[config.mk]
export PLATFORM = sky130hd
export DESIGN_NAME = fc_stream_tx
export DESIGN_NICKNAME = d
export VERILOG_FILES = /design/src/rtl/fc_stream_tx.sv
export SDC_FILE = /design/constraint.sdc
export NUM_CORES = 1
export LEC_CHECK = 0
export CELL_PAD_IN_SITES_DETAIL_PLACEMENT = 1
export CELL_PAD_IN_SITES_GLOBAL_PLACEMENT = 1
export CORE_AREA = 2 2 70 72
export CTS_CLUSTER_SIZE = 24
export DETAILED_ROUTE_END_ITERATION = 8
export DIE_AREA = 0 0 72 74
export PLACE_DENSITY = 0.81
export SLEW_MARGIN = 20
export SYNTH_ARGS = -nofsm -noshare
export SYNTH_HDL_FRONTEND = slang
export SYNTH_SLANG_ARGS = --single-unit
[constraint.sdc]
create_clock -name clk320 -period 2.4 [get_ports clk320]
set_input_delay 0.48 -clock clk320 [delete_from_list [all_inputs] [get_ports clk320]]
set_output_delay 0.48 -clock clk320 [all_outputs]
set_load 0.01 [all_outputs]
[src/rtl/fc_stream_tx.sv]
// rtl/fc_stream_tx.sv - fast-command serial transmitter: command queue, 8-bit MSB-first frames, IDLE fill.
// Optional orbit-sync frame insertion is built when FC_TX_ORBIT_SYNC_EN is defined.
module fc_stream_tx #(
    parameter logic [7:0] IDLE_CODE  = 8'hAC,
    parameter int         FIFO_DEPTH = 4,
    parameter int         ORBIT_LEN  = 3564,
    parameter logic [7:0] ORBIT_CODE = 8'h2D
) (
    input  logic                        clk320,
    input  logic                        reset_in,
    input  logic [7:0]                  cmd_data,
    input  logic                        cmd_valid,
    output logic                        cmd_ready,
    input  logic                        FC_invert,
    input  logic                        orbit_en,
    output logic                        FC_out,
    output logic                        frame_strobe,
    output logic                        cmd_sent,
    output logic                        orbit_strobe,
    output logic [$clog2(FIFO_DEPTH):0] fifo_level
);
    localparam int AW = $clog2(FIFO_DEPTH);
    localparam int LW = AW + 1;

    logic [2:0]    r_bit_cnt;
    logic [7:0]    r_shreg;
    logic [7:0]    r_mem [FIFO_DEPTH];
    logic [AW-1:0] r_wr_ptr;
    logic [AW-1:0] r_rd_ptr;
    logic [LW-1:0] r_level;
    logic          r_fc_out;
    logic          r_frame_strobe;
    logic          r_cmd_sent;

    logic w_boundary;
    logic w_full;
    logic w_empty;
    logic w_push;
    logic w_pop;
    logic w_orbit_load;

    assign w_boundary = (r_bit_cnt == 3'd7);
    assign w_full     = (r_level == LW'(FIFO_DEPTH));
    assign w_empty    = (r_level == '0);
    assign w_push     = cmd_valid & ~w_full;
    // Registered level only: a word written on the boundary cycle waits for the next frame.
    assign w_pop      = w_boundary & ~w_empty & ~w_orbit_load;

`ifdef FC_TX_ORBIT_SYNC_EN
    localparam int OW = (ORBIT_LEN > 1) ? $clog2(ORBIT_LEN) : 1;

    logic [OW-1:0] r_orbit_cnt;
    logic          r_orbit_strobe;

    assign w_orbit_load = w_boundary & orbit_en & (r_orbit_cnt == '0);

    // Counter free-runs regardless of orbit_en so the orbit phase never drifts.
    always_ff @(posedge clk320 or posedge reset_in) begin
        if (reset_in) begin
            r_orbit_cnt    <= '0;
            r_orbit_strobe <= 1'b0;
        end else begin
            r_orbit_strobe <= w_orbit_load;
            if (w_boundary) begin
                if (r_orbit_cnt == OW'(ORBIT_LEN - 1)) begin
                    r_orbit_cnt <= '0;
                end else begin
                    r_orbit_cnt <= r_orbit_cnt + OW'(1);
                end
            end
        end
    end

    assign orbit_strobe = r_orbit_strobe;
`else
    logic w_unused_orbit;

    assign w_unused_orbit = orbit_en ^ (^ORBIT_CODE) ^ ORBIT_LEN[0];
    assign w_orbit_load   = 1'b0;
    assign orbit_strobe   = 1'b0;
`endif

    always_ff @(posedge clk320) begin
        if (w_push) begin
            r_mem[r_wr_ptr] <= cmd_data;
        end
    end

    always_ff @(posedge clk320 or posedge reset_in) begin
        if (reset_in) begin
            r_bit_cnt      <= 3'd0;
            r_shreg        <= IDLE_CODE;
            r_wr_ptr       <= '0;
            r_rd_ptr       <= '0;
            r_level        <= '0;
            r_fc_out       <= 1'b0;
            r_frame_strobe <= 1'b0;
            r_cmd_sent     <= 1'b0;
        end else begin
            r_fc_out       <= r_shreg[7] ^ FC_invert;
            r_frame_strobe <= (r_bit_cnt == 3'd0);
            r_cmd_sent     <= w_pop;

            if (w_boundary) begin
                r_bit_cnt <= 3'd0;
                if (w_orbit_load) begin
                    r_shreg <= ORBIT_CODE;
                end else if (w_pop) begin
                    r_shreg <= r_mem[r_rd_ptr];
                end else begin
                    r_shreg <= IDLE_CODE;
                end
            end else begin
                r_bit_cnt <= r_bit_cnt + 3'd1;
                r_shreg   <= {r_shreg[6:0], 1'b0};
            end

            if (w_push) begin
                r_wr_ptr <= r_wr_ptr + AW'(1);
            end
            if (w_pop) begin
                r_rd_ptr <= r_rd_ptr + AW'(1);
            end

            case ({w_push, w_pop})
                2'b10:   r_level <= r_level + LW'(1);
                2'b01:   r_level <= r_level - LW'(1);
                default: r_level <= r_level;
            endcase
        end
    end

    assign cmd_ready    = ~w_full;
    assign FC_out       = r_fc_out;
    assign frame_strobe = r_frame_strobe;
    assign cmd_sent     = r_cmd_sent;
    assign fifo_level   = r_level;

endmodule

==> tab_implementation.tex, run 1 <==
\begin{tabular}{lr}
\hline
Metric & Value \\
\hline
\multicolumn{2}{l}{\textbf{Setup path}} \\
Endpoint arrival time on the critical path & around 2.5 ns \\
Worst Path Class, Setup & reg -> reg \\
Slowest CP cell & sky130\_fd\_sc\_hd\_\_or3b\_4 \\
Critical path's largest stage delay & approximately 0.43 ns \\
Launching element type of the critical path & flop \\
Critical path fanouts, max & 6 \\
Critical-path cell list & or3b\_4 > and2\_4 > inv\_1 > ha\_1 > inv\_1 > fa\_1 > xor2\_1 > nor2\_1 > xor2\_1 \\
Data required time of the worst path & about 2.6 ns \\
Crit. End Element & flop \\
\multicolumn{2}{l}{\textbf{Drt}} \\
Starting DRT DRC Count & 30 \\
Routed vias/inst & 5.17 \\
Detailed-routing iteration count for the pre-antenna-repair pass & 4 \\
Remaining DRCs & 0 \\
DRT Wirelength & roughly 3.6 mm \\
DRT antenna net count & 0 \\
Total number of vias & 1039 \\
Average wire length per cell after detail routing & about 18 um \\
\multicolumn{2}{l}{\textbf{Die}} \\
Die Outline Area & $\sim$0.0053 mm2 \\
Initial cell density of the core & 45.7\% \\
Die extent in y & between 70 and 80 um \\
Boundary pin count & 21 \\
Placement Rows & 25 \\
Die width & approximately 72 um \\
Placeable core area & approximately 0.0046 mm2 \\
\multicolumn{2}{l}{\textbf{Timing}} \\
Portion of the clock cycle consumed by the worst path in the final layout & approximately 95\% \\
Worst clock skew on the final layout & 0.00699 ns \\
Max Fclk & around 0.44 GHz \\
Count of final hold-check violations & 0 \\
Setup repair after global routing missed its margin & false \\
Number of failing setup endpoints in the final timing report & 0 \\
Slew Viols, Final & 0 \\
Remaining max-slew budget at the tightest pin & slightly below 50\% \\
Min Tclk post-route & $\sim$2.3 ns \\
Transition at the pin with the smallest max-transition slack & between 0.7 and 0.8 ns \\
Smallest hold slack & 0.445 ns \\
\multicolumn{2}{l}{\textbf{Finish}} \\
Final cell area excluding filler cells & approximately 0.0024 mm2 \\
Most common library cell in the layout ignoring fill and taps & sky130\_fd\_sc\_hd\_\_edfxtp\_1 \\
Count of fill cells added during filler insertion & 431 \\
Synthesis-to-finish area growth & 16.6\% \\
Number of antenna repair diodes & 0 \\
Finished Core Util & 53.3\% \\
Final non-filler cell total & 201 \\
Commonest cells after routing, fill and taps aside & sky130\_fd\_sc\_hd\_\_edfxtp\_1 (32), sky130\_fd\_sc\_hd\_\_clkdlybuf4s50\_1 (18), sky130\_fd\_sc\_hd\_\_dfrtp\_1 (16), sky130\_fd\_sc\_hd\_\_inv\_1 (13) \\
Final layout net count & $\sim$170 \\
Layout cell share with drive strength beyond 1 & about 20\% \\
\multicolumn{2}{l}{\textbf{Clock network}} \\
Clock latency at the later pin of the worst-skew pair & slightly below 0.3 ns \\
Hold-fix buffers, CTS & 0 \\
Clock buffers created by TritonCTS & 5 \\
Number of clock sinks & between 50 and 60 \\
H-tree depth reported by CTS & 2 \\
Root buffer cell & sky130\_fd\_sc\_hd\_\_clkbuf\_8 \\
CTS tree & built \\
Clock edge transition at the registers on the reported setup and hold paths & roughly 0.09 ns \\
Largest buffer count on any clock path & 2 \\
\multicolumn{2}{l}{\textbf{Synthesis}} \\
Count of mapped cells out of synthesis & between 100 and 150 \\
Synthesized area divided by synthesized cell count & about 18 um2 \\
Primary FF master, synth & sky130\_fd\_sc\_hd\_\_edfxtp\_1 \\
Share of async-settable or async-resettable flops after synthesis & between 30\% and 40\% \\
Post-synth EDFFs & 32 \\
Number of nets in the synthesized netlist & 142 \\
Netlist cell types & 25 \\
Library cell occupying the most area in the post-synthesis netlist & sky130\_fd\_sc\_hd\_\_edfxtp\_1 \\
Top cell type's share of synthesized area & $\sim$46\% \\
Post-synthesis sequential element count & 53 \\
Post-synth design cell area & $\sim$0.0021 mm2 \\
Yosys warning count & 0 \\
Proportion of synthesized chip area in sequential cells & a little under three quarters \\
Synth area leaders & sky130\_fd\_sc\_hd\_\_edfxtp\_1 (46\%), sky130\_fd\_sc\_hd\_\_dfrtp\_1 (20\%), sky130\_fd\_sc\_hd\_\_mux4\_2 (8.6\%) \\
\multicolumn{2}{l}{\textbf{Global route}} \\
Initial antenna violation count & 0 \\
Pin count of the biggest net entering global routing & 22 \\
Grt total ovfl & 0 \\
First-pass GRT wire length & approximately 5.8 mm \\
Vias in the first global route & 1129 \\
Global-route usage over all layers & between 10\% and 20\% \\
\multicolumn{2}{l}{\textbf{Power and ir drop}} \\
Max VDD drop & $\sim$0.47 mV \\
Leakage power of the design & 0.000964 uW \\
Final total power & 2590 uW \\
Ratio of total power to cell area & between 1000 and 1500 mW/mm2 \\
\multicolumn{2}{l}{\textbf{Run}} \\
Number of max-cap violations & 0 \\
\multicolumn{2}{l}{\textbf{Place}} \\
Post-placement cell count & 190 \\
Detailed-placement wirelength estimate & $\sim$2.6 mm \\
Gpl congestion & roughly 0.75 \\
Area post-placement & 0.00234 mm2 \\
Count of buffers from port buffering & 18 \\
\multicolumn{2}{l}{\textbf{Worst hold path}} \\
Hold WC Path Type & reg -> reg \\
\multicolumn{2}{l}{\textbf{Outcome}} \\
Run status & completed \\
\hline
\end{tabular}
metrics by stage:
| stage | TNS (ns) | worst slack [ns] |
|---|---|---|
| floorplan | 0 | 0.237 |
| global placement | 0 | 0.184 |
| detailed placement | -0.0172 | -0.0172 |
| CTS | 0 | 0.0264 |
| global route | 0 | 0.00564 |
| finish | 0 | 0.112 |
registers in the layout, indices dropped and copies added, names as in the netlist:
| name | flops |
|---|---|
| FC_out | 1 |
| cmd_sent | 1 |
| fifo_level | 3 |
| frame_strobe | 1 |
| r_bit_cnt | 3 |
| r_mem | 32 |
| r_rd_ptr | 2 |
| r_shreg | 8 |
| r_wr_ptr | 2 |
kinds of logic (layout without fill, tap and decap cells):
logic type	after synthesis	in the layout	share of synthesized area, %
AO/OA/AOI/OAI	8	8	2.98
XOR/XNOR	7	7	2.92
AND/OR/NAND/NOR	15	15	4.11
flip-flops	53	53	71.0
adder cells (fa/ha/maj)	9	9	5.72
other	1	1	0.179
buffers and inverters	17	44	3.34
multiplexers	10	10	9.77
synth_stat cells (3+ instances only):
master / count
sky130_fd_sc_hd__o21ai_0: 3
sky130_fd_sc_hd__edfxtp_1: 32
sky130_fd_sc_hd__dfrtp_1: 17
sky130_fd_sc_hd__and3_1: 4
sky130_fd_sc_hd__xor2_1: 3
sky130_fd_sc_hd__o22a_1: 4
sky130_fd_sc_hd__nand2_1: 4
sky130_fd_sc_hd__ha_1: 8
sky130_fd_sc_hd__dfstp_2: 4
sky130_fd_sc_hd__inv_1: 13
sky130_fd_sc_hd__mux4_2: 8
sky130_fd_sc_hd__xnor2_1: 4
final cells by class:
| class | instances | area, um2 | share of cell area, % |
|---|---|---|---|
| timing repair buffer | 23 | 218 | 8.89 |
| sequential | 53 | 1490 | 61.0 |
| inverter | 13 | 48.8 | 1.99 |
| clock inverter | 2 | 10.0 | 0.409 |
| tap | 54 | 67.6 | 2.76 |
| multi-input combinational | 50 | 539 | 22.0 |
| clock buffer | 6 | 72.6 | 2.96 |
worst max-delay path, delay by kind of cell (launching register included):
kind          cells  cell delay, ns
simple gates      3            0.76
fa+ha+maj         2            0.59
buf+inv           2            0.13
flops             1            0.41
xor+xnor          2            0.34
metal layers:
layer	wire, um	vias up	GRT usage (%)	share of wire, %
met5	0	-	0	0
met4	73	0	6.71	2.0
met3	142	6	5.01	3.9
met2	1850	24	25.5	51
met1	1540	533	18.5	43
li1	-	476	-	-
final timing paths:
check / start / endpoint / slack [ns] / cells past startpoint
min reg2reg: r_bit_cnt[2]$_DFF_PP0_ / frame_strobe$_DFF_PP0_ / 0.45 / 1
max reg2reg: fifo_level[0]$_DFFE_PP0P_ / fifo_level[2]$_DFFE_PP0P_ / 0.11 / 9
max: fifo_level[0]$_DFFE_PP0P_ / fifo_level[2]$_DFFE_PP0P_ / 0.11 / 9
min: r_bit_cnt[2]$_DFF_PP0_ / frame_strobe$_DFF_PP0_ / 0.45 / 1
min in group asynchronous: reset_in / fifo_level[2]$_DFFE_PP0P_ / 0.62 / 2
max in group asynchronous: reset_in / fifo_level[0]$_DFFE_PP0P_ / 1.25 / 2
power by group:
part / leakage, uW / switching, uW / internal [uW]
clock network: 0.0000450 / 264 / 203
logic: 0.000381 / 307 / 408
registers: 0.000538 / 170 / 1240
total: 0.000964 / 741 / 1850
timing repair:
| item | in CTS | in global routing |
|---|---|---|
| gates resized for setup | 0 | 1 |
| setup endpoints to repair | 0 | 1 |
| buffers inserted | 0 | 3 |
Note: power is estimated with default switching activity, not from simulation.
==> run 2: changes to the inputs <==
--- a/config.mk
+++ b/config.mk
@@ -11,6 +11,7 @@
 export CTS_CLUSTER_SIZE = 24
 export DETAILED_ROUTE_END_ITERATION = 8
 export DIE_AREA = 0 0 72 74
+export GPL_TIMING_DRIVEN = 0
 export PLACE_DENSITY = 0.81
 export SLEW_MARGIN = 20
 export SYNTH_ARGS = -nofsm -noshare
==> run 2 against run 1 <==
Clock skew fell by 0.0011 ns. Sequential power shrank 4%. Flip-flop and latch count did not move. First-iteration DRC count rose by 3.3%. Total power about the same. Critical path depth unchanged. Highest routed layer unchanged. Fmax grew 1.9%.
==> tab_implementation.tex, run 2 (synthesis results as in run 1) <==
\begin{tabular}{lr}
\hline
Metric & Value \\
\hline
\multicolumn{2}{l}{\textbf{Outcome}} \\
Run status & completed \\
\multicolumn{2}{l}{\textbf{Place}} \\
Count of buffers from port buffering & 18 (unchanged) \\
Area post-placement & 0.00235 mm2 (+0.27\%) \\
Post-placement cell count & 192 (+1.1\%) \\
Gpl congestion & 0.741 (-1.3\%) \\
Detailed-placement wirelength estimate & 2.48 mm (-4.8\%) \\
\multicolumn{2}{l}{\textbf{Power and ir drop}} \\
Share of total power consumed by net switching & 28.5\% (-0.083 points) \\
Ratio of total power to cell area & 1030 mW/mm2 (-2.3\%) \\
Clock group share of total power & 18.2\% (+0.2 points) \\
Cell-internal power & 1850 uW (+0.11\%) \\
Net switching power of the design & 739 uW (-0.29\%) \\
Max VDD drop & 0.378 mV (-19\%) \\
Comb power frac & 29.9\% (+2.3 points) \\
Relative contribution of sequential cells to total power & 51.9\% (-2.5 points) \\
Leakage power of the design & 0.000981 uW (+1.8\%) \\
\multicolumn{2}{l}{\textbf{Setup path}} \\
Launching element type of the critical path & flop \\
Endpoint arrival time on the critical path & 2.47 ns (-0.04 ns) \\
Crit. End Element & flop \\
Worst Path Class, Setup & reg -> reg \\
Data required time of the worst path & 2.62 ns (about the same) \\
Critical path fanouts, max & 6 (unchanged) \\
\multicolumn{2}{l}{\textbf{Clock network}} \\
Hold-fix buffers, CTS & 0 (unchanged) \\
Number of clock sinks & 53 (unchanged) \\
Root buffer cell & sky130\_fd\_sc\_hd\_\_clkbuf\_8 \\
Clock latency at the later pin of the worst-skew pair & 0.30 ns (about the same) \\
Largest buffer count on any clock path & 2 (unchanged) \\
H-tree depth reported by CTS & 2 (unchanged) \\
Clock buffers created by TritonCTS & 5 (unchanged) \\
Clock edge transition at the registers on the reported setup and hold paths & 0.09 ns (about the same) \\
CTS tree & built \\
\multicolumn{2}{l}{\textbf{Global route}} \\
Pin count of the biggest net entering global routing & 22 (unchanged) \\
Vias in the first global route & 1156 (+2.4\%) \\
Global-route usage over all layers & 15.2\% (-0.13 points) \\
Initial antenna violation count & 0 (unchanged) \\
First-pass GRT wire length & 5.73 mm (-0.95\%) \\
Grt total ovfl & 0 (unchanged) \\
\multicolumn{2}{l}{\textbf{Finish}} \\
Max reg flops & 32 (unchanged) \\
Register bank with the most flops & r\_mem \\
Final cell area excluding filler cells & 0.00251 mm2 (+2.4\%) \\
Final layout net count & 174 (+3.6\%) \\
Synthesis-to-finish area growth & 19.4\% \\
Final non-filler cell total & 207 (+3.0\%) \\
Commonest cells after routing, fill and taps aside & sky130\_fd\_sc\_hd\_\_edfxtp\_1 (32), sky130\_fd\_sc\_hd\_\_clkdlybuf4s50\_1 (18), sky130\_fd\_sc\_hd\_\_dfrtp\_1 (14), sky130\_fd\_sc\_hd\_\_inv\_1 (12) \\
Largest registers & r\_mem: 32 flops, r\_shreg: 8 flops \\
Number of antenna repair diodes & 0 (unchanged) \\
Count of fill cells added during filler insertion & 430 (-0.23\%) \\
Layout cell share with drive strength beyond 1 & 25.5\% (+5.8 points) \\
Most common library cell in the layout ignoring fill and taps & sky130\_fd\_sc\_hd\_\_edfxtp\_1 \\
\multicolumn{2}{l}{\textbf{Die}} \\
Placeable core area & 0.00460 mm2 (unchanged) \\
Initial cell density of the core & 45.7\% (unchanged) \\
Die Outline Area & 0.00533 mm2 (unchanged) \\
Die width & 72 um (unchanged) \\
Boundary pin count & 21 (unchanged) \\
Placement Rows & 25 (unchanged) \\
Die extent in y & 74 um (unchanged) \\
\multicolumn{2}{l}{\textbf{Timing}} \\
Min Tclk post-route & 2.25 ns (-0.0417 ns) \\
Remaining max-slew budget at the tightest pin & 47.3\% (-1.0 points) \\
Number of failing setup endpoints in the final timing report & 0 (unchanged) \\
Transition at the pin with the smallest max-transition slack & 0.790 ns (+0.0156 ns) \\
Portion of the clock cycle consumed by the worst path in the final layout & 93.6\% (-1.7 points) \\
Max Fclk & 0.445 GHz (+1.9\%) \\
Slew Viols, Final & 0 (unchanged) \\
Worst clock skew on the final layout & 0.00593 ns (-0.00106 ns) \\
Count of final hold-check violations & 0 (unchanged) \\
\multicolumn{2}{l}{\textbf{Drt}} \\
Starting DRT DRC Count & 31 (+3.3\%) \\
DRT Wirelength & 3.51 mm (-2.6\%) \\
Routed vias/inst & 5.02 (-2.9\%) \\
Detailed-routing iteration count for the pre-antenna-repair pass & 3 (-1) \\
Average wire length per cell after detail routing & 16.9 um (-5.5\%) \\
Remaining DRCs & 0 (unchanged) \\
DRT antenna net count & 0 (unchanged) \\
Total number of vias & 1039 (unchanged) \\
\multicolumn{2}{l}{\textbf{Worst hold path}} \\
Hold WC Path Type & reg -> reg \\
\multicolumn{2}{l}{\textbf{Run}} \\
Number of max-cap violations & 0 (unchanged) \\
\hline
\end{tabular}
==> run 2: changes by cell type in the layout (fill, tap and decap cells not counted), moves of 2 or more <==
cell,before,now
sky130_fd_sc_hd__buf_4,5,8
sky130_fd_sc_hd__dfrtp_1,16,14
sky130_fd_sc_hd__dfrtp_2,1,3
sky130_fd_sc_hd__ha_1,8,6
sky130_fd_sc_hd__ha_2,0,2
==> run 2: power by group through the flow <==
stage / Clock (uW) / Combinational, uW / Sequential [uW]
5_1_grt: 528 / 861 / 1370
4_1_cts: 491 / 761 / 1360
2_1_floorplan: 0 / 495 / 1350
6_report: 472 / 776 / 1350
3_3_place_gp: 0 / 708 / 1340
3_5_place_dp: 0 / 759 / 1370
==> run 2: what timing repair did <==
action	in CTS	in global routing
resized for setup	3	6
pin swaps	0	2
buffers inserted	0	7
hold endpoints to repair	0	0
endpoints found under the setup margin	2	1
==> run 2: through the flow <==
stage	hold WS (ns)	power [uW]	setup WS (ns)	TNS [ns]	utilization [%]
3_5_place_dp	0.442	2130	-0.139	-0.154	51.1
6_report	0.452	2590	0.154	0	54.5
5_1_grt	0.489	2760	-0.00751	-0.00751	54.5
3_3_place_gp	0.420	2050	0.0208	0	51.1
2_1_floorplan	0.409	1840	0.237	0	-
4_1_cts	0.459	2610	0.0528	0	53.1
==> run 2: critical path: stages (launching register included) <==
cell and delay, ns:
sky130_fd_sc_hd__dfrtp_2 0.45, sky130_fd_sc_hd__or3b_4 0.41, sky130_fd_sc_hd__and2_4 0.19, sky130_fd_sc_hd__inv_1 0.06, sky130_fd_sc_hd__ha_2 0.18, sky130_fd_sc_hd__inv_1 0.05
sky130_fd_sc_hd__fa_1 0.37, sky130_fd_sc_hd__xor2_1 0.15, sky130_fd_sc_hd__nor2_1 0.14, sky130_fd_sc_hd__xor2_1 0.16
==> run 2: worst paths after layout <==
path	startpoint	endpoint	slack [ns]	cells past startpoint
hold reg to reg	r_bit_cnt[2]$_DFF_PP0_	frame_strobe$_DFF_PP0_	0.45	1
setup / recovery	fifo_level[1]$_DFFE_PP0P_	fifo_level[2]$_DFFE_PP0P_	0.15	9
min in group asynchronous	reset_in	r_bit_cnt[1]$_DFF_PP0_	0.63	2
hold / removal	r_bit_cnt[2]$_DFF_PP0_	frame_strobe$_DFF_PP0_	0.45	1
max in group asynchronous	reset_in	fifo_level[0]$_DFFE_PP0P_	1.24	2
setup reg to reg	fifo_level[1]$_DFFE_PP0P_	fifo_level[2]$_DFFE_PP0P_	0.15	9
==> run 2: layer usage <==
layer	up-vias	global-route usage, %	wire length (um)
met4	0	7.97	93
met1	516	17.3	1410
met2	24	25.8	1840
li1	488	-	-
met5	-	0	0
met3	11	5.01	167
==> run 2: final cells by class <==
class | count | area (um2) | share of cell area (%)
flip-flops and latches | 53 | 1500 | 59.6
multi-input cells | 50 | 553 | 22.1
repair buffers | 25 | 233 | 9.28
clock buffers | 6 | 72.6 | 2.89
well taps | 54 | 67.6 | 2.69
inverters | 13 | 48.8 | 1.95
plain buffers | 4 | 27.5 | 1.10
clock inverters | 2 | 10.0 | 0.399
==> run 3: changes to the inputs <==
--- a/config.mk
+++ b/config.mk
@@ -8,11 +8,13 @@
 export CELL_PAD_IN_SITES_DETAIL_PLACEMENT = 1
 export CELL_PAD_IN_SITES_GLOBAL_PLACEMENT = 1
 export CORE_AREA = 2 2 70 72
+export CTS_CLUSTER_DIAMETER = 120
 export CTS_CLUSTER_SIZE = 24
 export DETAILED_ROUTE_END_ITERATION = 8
 export DIE_AREA = 0 0 72 74
 export GPL_TIMING_DRIVEN = 0
 export PLACE_DENSITY = 0.81
+export RECOVER_POWER = 50
 export SLEW_MARGIN = 20
 export SYNTH_ARGS = -nofsm -noshare
 export SYNTH_HDL_FRONTEND = slang
==> run 3 against run 2 <==
Sequential share of layout area up 0.089 points. Wire length about the same. Largest power group unchanged. Critical path depth unchanged. Sequential power about the same. Fmax unchanged. Setup slack unchanged.
==> tab_implementation.tex, run 3 (synthesis results as in run 1) <==
\begin{tabular}{lr}
\hline
Metric & Value \\
\hline
\multicolumn{2}{l}{\textbf{Place}} \\
Count of buffers from port buffering & 18 (unchanged) \\
Worst slack at placement & -0.139 ns (unchanged) \\
Detailed-placement wirelength estimate & 2.48 mm (unchanged) \\
Gpl congestion & 0.741 (unchanged) \\
Area post-placement & 0.00235 mm2 (unchanged) \\
\multicolumn{2}{l}{\textbf{Power and ir drop}} \\
Clock group share of total power & 18.2\% (about the same) \\
Cell-internal power & 1850 uW (-0.16\%) \\
Ratio of total power to cell area & 1030 mW/mm2 (about the same) \\
Comb power frac & 29.8\% (about the same) \\
Relative contribution of sequential cells to total power & 52.0\% (about the same) \\
Share of total power consumed by net switching & 28.5\% (+0.033 points) \\
Max VDD drop & 0.377 mV (-0.35\%) \\
Leakage power of the design & 0.000980 uW (about the same) \\
Net switching power of the design & 739 uW (about the same) \\
\multicolumn{2}{l}{\textbf{Setup path}} \\
Worst Path Class, Setup & reg -> reg \\
Launching element type of the critical path & flop \\
Slowest CP cell & sky130\_fd\_sc\_hd\_\_dfrtp\_2 \\
Critical path's largest stage delay & 0.45 ns (about the same) \\
Crit. End Element & flop \\
Critical-path cell list & or3b\_4 > and2\_4 > inv\_1 > ha\_2 > inv\_1 > fa\_1 > xor2\_1 > nor2\_1 > xor2\_1 \\
Endpoint arrival time on the critical path & 2.47 ns (about the same) \\
Data required time of the worst path & 2.62 ns (about the same) \\
Critical path fanouts, max & 6 (unchanged) \\
\multicolumn{2}{l}{\textbf{Finish}} \\
Layout cell share with drive strength beyond 1 & 24.8\% (-0.65 points) \\
Final layout net count & 174 (unchanged) \\
Commonest cells after routing, fill and taps aside & sky130\_fd\_sc\_hd\_\_edfxtp\_1 (32), sky130\_fd\_sc\_hd\_\_dfrtp\_1 (14), sky130\_fd\_sc\_hd\_\_inv\_1 (12), sky130\_fd\_sc\_hd\_\_dlygate4sd3\_1 (9), sky130\_fd\_sc\_hd\_\_clkdlybuf4s50\_1 (9) \\
Register bank with the most flops & r\_mem \\
Final cell area excluding filler cells & 0.00250 mm2 (-0.15\%) \\
Number of antenna repair diodes & 0 (unchanged) \\
Largest registers & r\_mem: 32 flops, r\_shreg: 8 flops \\
Finished Core Util & 54.4\% (-0.082 points) \\
Synthesis-to-finish area growth & 19.2\% \\
Most common library cell in the layout ignoring fill and taps & sky130\_fd\_sc\_hd\_\_edfxtp\_1 \\
Max reg flops & 32 (unchanged) \\
\multicolumn{2}{l}{\textbf{Timing}} \\
Number of failing setup endpoints in the final timing report & 0 (unchanged) \\
Transition at the pin with the smallest max-transition slack & 0.790 ns (unchanged) \\
Remaining max-slew budget at the tightest pin & 47.3\% (unchanged) \\
Worst setup margin & 0.154 ns (unchanged) \\
Count of final hold-check violations & 0 (unchanged) \\
Worst clock skew on the final layout & 0.00593 ns (-0.000000280 ns) \\
Max Fclk & 0.445 GHz (unchanged) \\
Sum of negative setup slack & 0 ns (unchanged) \\
Min Tclk post-route & 2.25 ns (unchanged) \\
Slew Viols, Final & 0 (unchanged) \\
Portion of the clock cycle consumed by the worst path in the final layout & 93.6\% (unchanged) \\
\multicolumn{2}{l}{\textbf{Run}} \\
Number of max-cap violations & 0 (unchanged) \\
\multicolumn{2}{l}{\textbf{Clock network}} \\
Clock buffers created by TritonCTS & 5 (unchanged) \\
Root buffer cell & sky130\_fd\_sc\_hd\_\_clkbuf\_8 \\
Number of clock sinks & 53 (unchanged) \\
Hold-fix buffers, CTS & 0 (unchanged) \\
Clock latency at the later pin of the worst-skew pair & 0.30 ns (about the same) \\
CTS tree & built \\
H-tree depth reported by CTS & 2 (unchanged) \\
Clock edge transition at the registers on the reported setup and hold paths & 0.09 ns (about the same) \\
Largest buffer count on any clock path & 2 (unchanged) \\
\multicolumn{2}{l}{\textbf{Die}} \\
Die width & 72 um (unchanged) \\
Placeable core area & 0.00460 mm2 (unchanged) \\
Boundary pin count & 21 (unchanged) \\
Placement Rows & 25 (unchanged) \\
Die extent in y & 74 um (unchanged) \\
Die Outline Area & 0.00533 mm2 (unchanged) \\
Initial cell density of the core & 45.7\% (unchanged) \\
\multicolumn{2}{l}{\textbf{Drt}} \\
Average wire length per cell after detail routing & 16.9 um (about the same) \\
Routed vias/inst & 5.02 (unchanged) \\
Total number of vias & 1039 (unchanged) \\
DRT antenna net count & 0 (unchanged) \\
DRT Wirelength & 3.50 mm (about the same) \\
Starting DRT DRC Count & 31 (unchanged) \\
Detailed-routing iteration count for the pre-antenna-repair pass & 3 (unchanged) \\
Remaining DRCs & 0 (unchanged) \\
\multicolumn{2}{l}{\textbf{Global route}} \\
Grt total ovfl & 0 (unchanged) \\
Initial antenna violation count & 0 (unchanged) \\
Global-route usage over all layers & 15.2\% (unchanged) \\
Vias in the first global route & 1156 (unchanged) \\
First-pass GRT wire length & 5.73 mm (unchanged) \\
Pin count of the biggest net entering global routing & 22 (unchanged) \\
\multicolumn{2}{l}{\textbf{Worst hold path}} \\
Hold WC Path Type & reg -> reg \\
\multicolumn{2}{l}{\textbf{Outcome}} \\
Run status & completed \\
\hline
\end{tabular}
-- run 3: cell types whose count changed in the layout (fill, tap and decap cells not counted), sizes merged --
| cell | delta |
|---|---|
| clkdlybuf4s50 | -9 |
| clkbuf | +1 |
| dlygate4sd3 | +9 |
| buf | -1 |
-- run 3: layer usage --
layer / GRT usage [%] / part of all wire, % / vias to the layer above
li1: - / - / 488
met1: 17.3 / 40 / 516
met2: 25.8 / 52 / 24
met3: 5.01 / 4.7 / 11
met4: 7.97 / 2.7 / 0
met5: 0 / 0 / -
-- run 3: repair_timing --
| action | in CTS | in global routing |
|---|---|---|
| endpoints found under the setup margin | 2 | 1 |
| resized for setup | 3 | 6 |
| pin swaps | 0 | 2 |
| endpoints found under the hold margin | 0 | 0 |
| setup buffers | 0 | 7 |
-- run 3: worst paths after layout --
| path | cells past startpoint | from | slack (ns) | to |
|---|---|---|---|---|
| max in group asynchronous | 2 | reset_in | 1.24 | fifo_level[0]$_DFFE_PP0P_ |
| min reg2reg | 1 | r_bit_cnt[2]$_DFF_PP0_ | 0.45 | frame_strobe$_DFF_PP0_ |
| max reg2reg | 9 | fifo_level[1]$_DFFE_PP0P_ | 0.15 | fifo_level[2]$_DFFE_PP0P_ |
| min in group asynchronous | 2 | reset_in | 0.63 | r_bit_cnt[1]$_DFF_PP0_ |
| min | 1 | r_bit_cnt[2]$_DFF_PP0_ | 0.45 | frame_strobe$_DFF_PP0_ |
| max | 9 | fifo_level[1]$_DFFE_PP0P_ | 0.15 | fifo_level[2]$_DFFE_PP0P_ |
-- run 3: layout make-up --
class | count | area (um2)
inverters | 13 | 48.8
flip-flops and latches | 53 | 1500
repair buffers | 25 | 229
fillers | 430 | 2090
well taps | 54 | 67.6
multi-input cells | 50 | 553
plain buffers | 4 | 27.5
clock inverters | 2 | 10.0
clock buffers | 6 | 72.6
-- run 3: critical path, delay by kind of cell (launching register included) --
family / cells / cell delay, ns
buffers and inverters: 2 / 0.11
DFF: 1 / 0.45
xor gates and xnor gates: 2 / 0.31
adders and majority gates: 2 / 0.55
and+or+nand+nor: 3 / 0.74
-- run 3: power by group through the flow --
stage	Sequential [uW]	Combinational, uW	Clock, uW
global route	1370	858	528
global placement	1340	708	0
floorplan	1350	495	0
CTS	1360	761	491
detailed placement	1370	759	0
finish	1350	773	472
-- run 3: per-stage QoR --
step	std cells	hold WS (ns)	total power, uW
2_1_floorplan	120	0.409	1840
3_3_place_gp	192	0.420	2050
3_5_place_dp	192	0.442	2130
4_1_cts	200	0.459	2610
5_1_grt	207	0.489	2760
6_report	207	0.452	2590
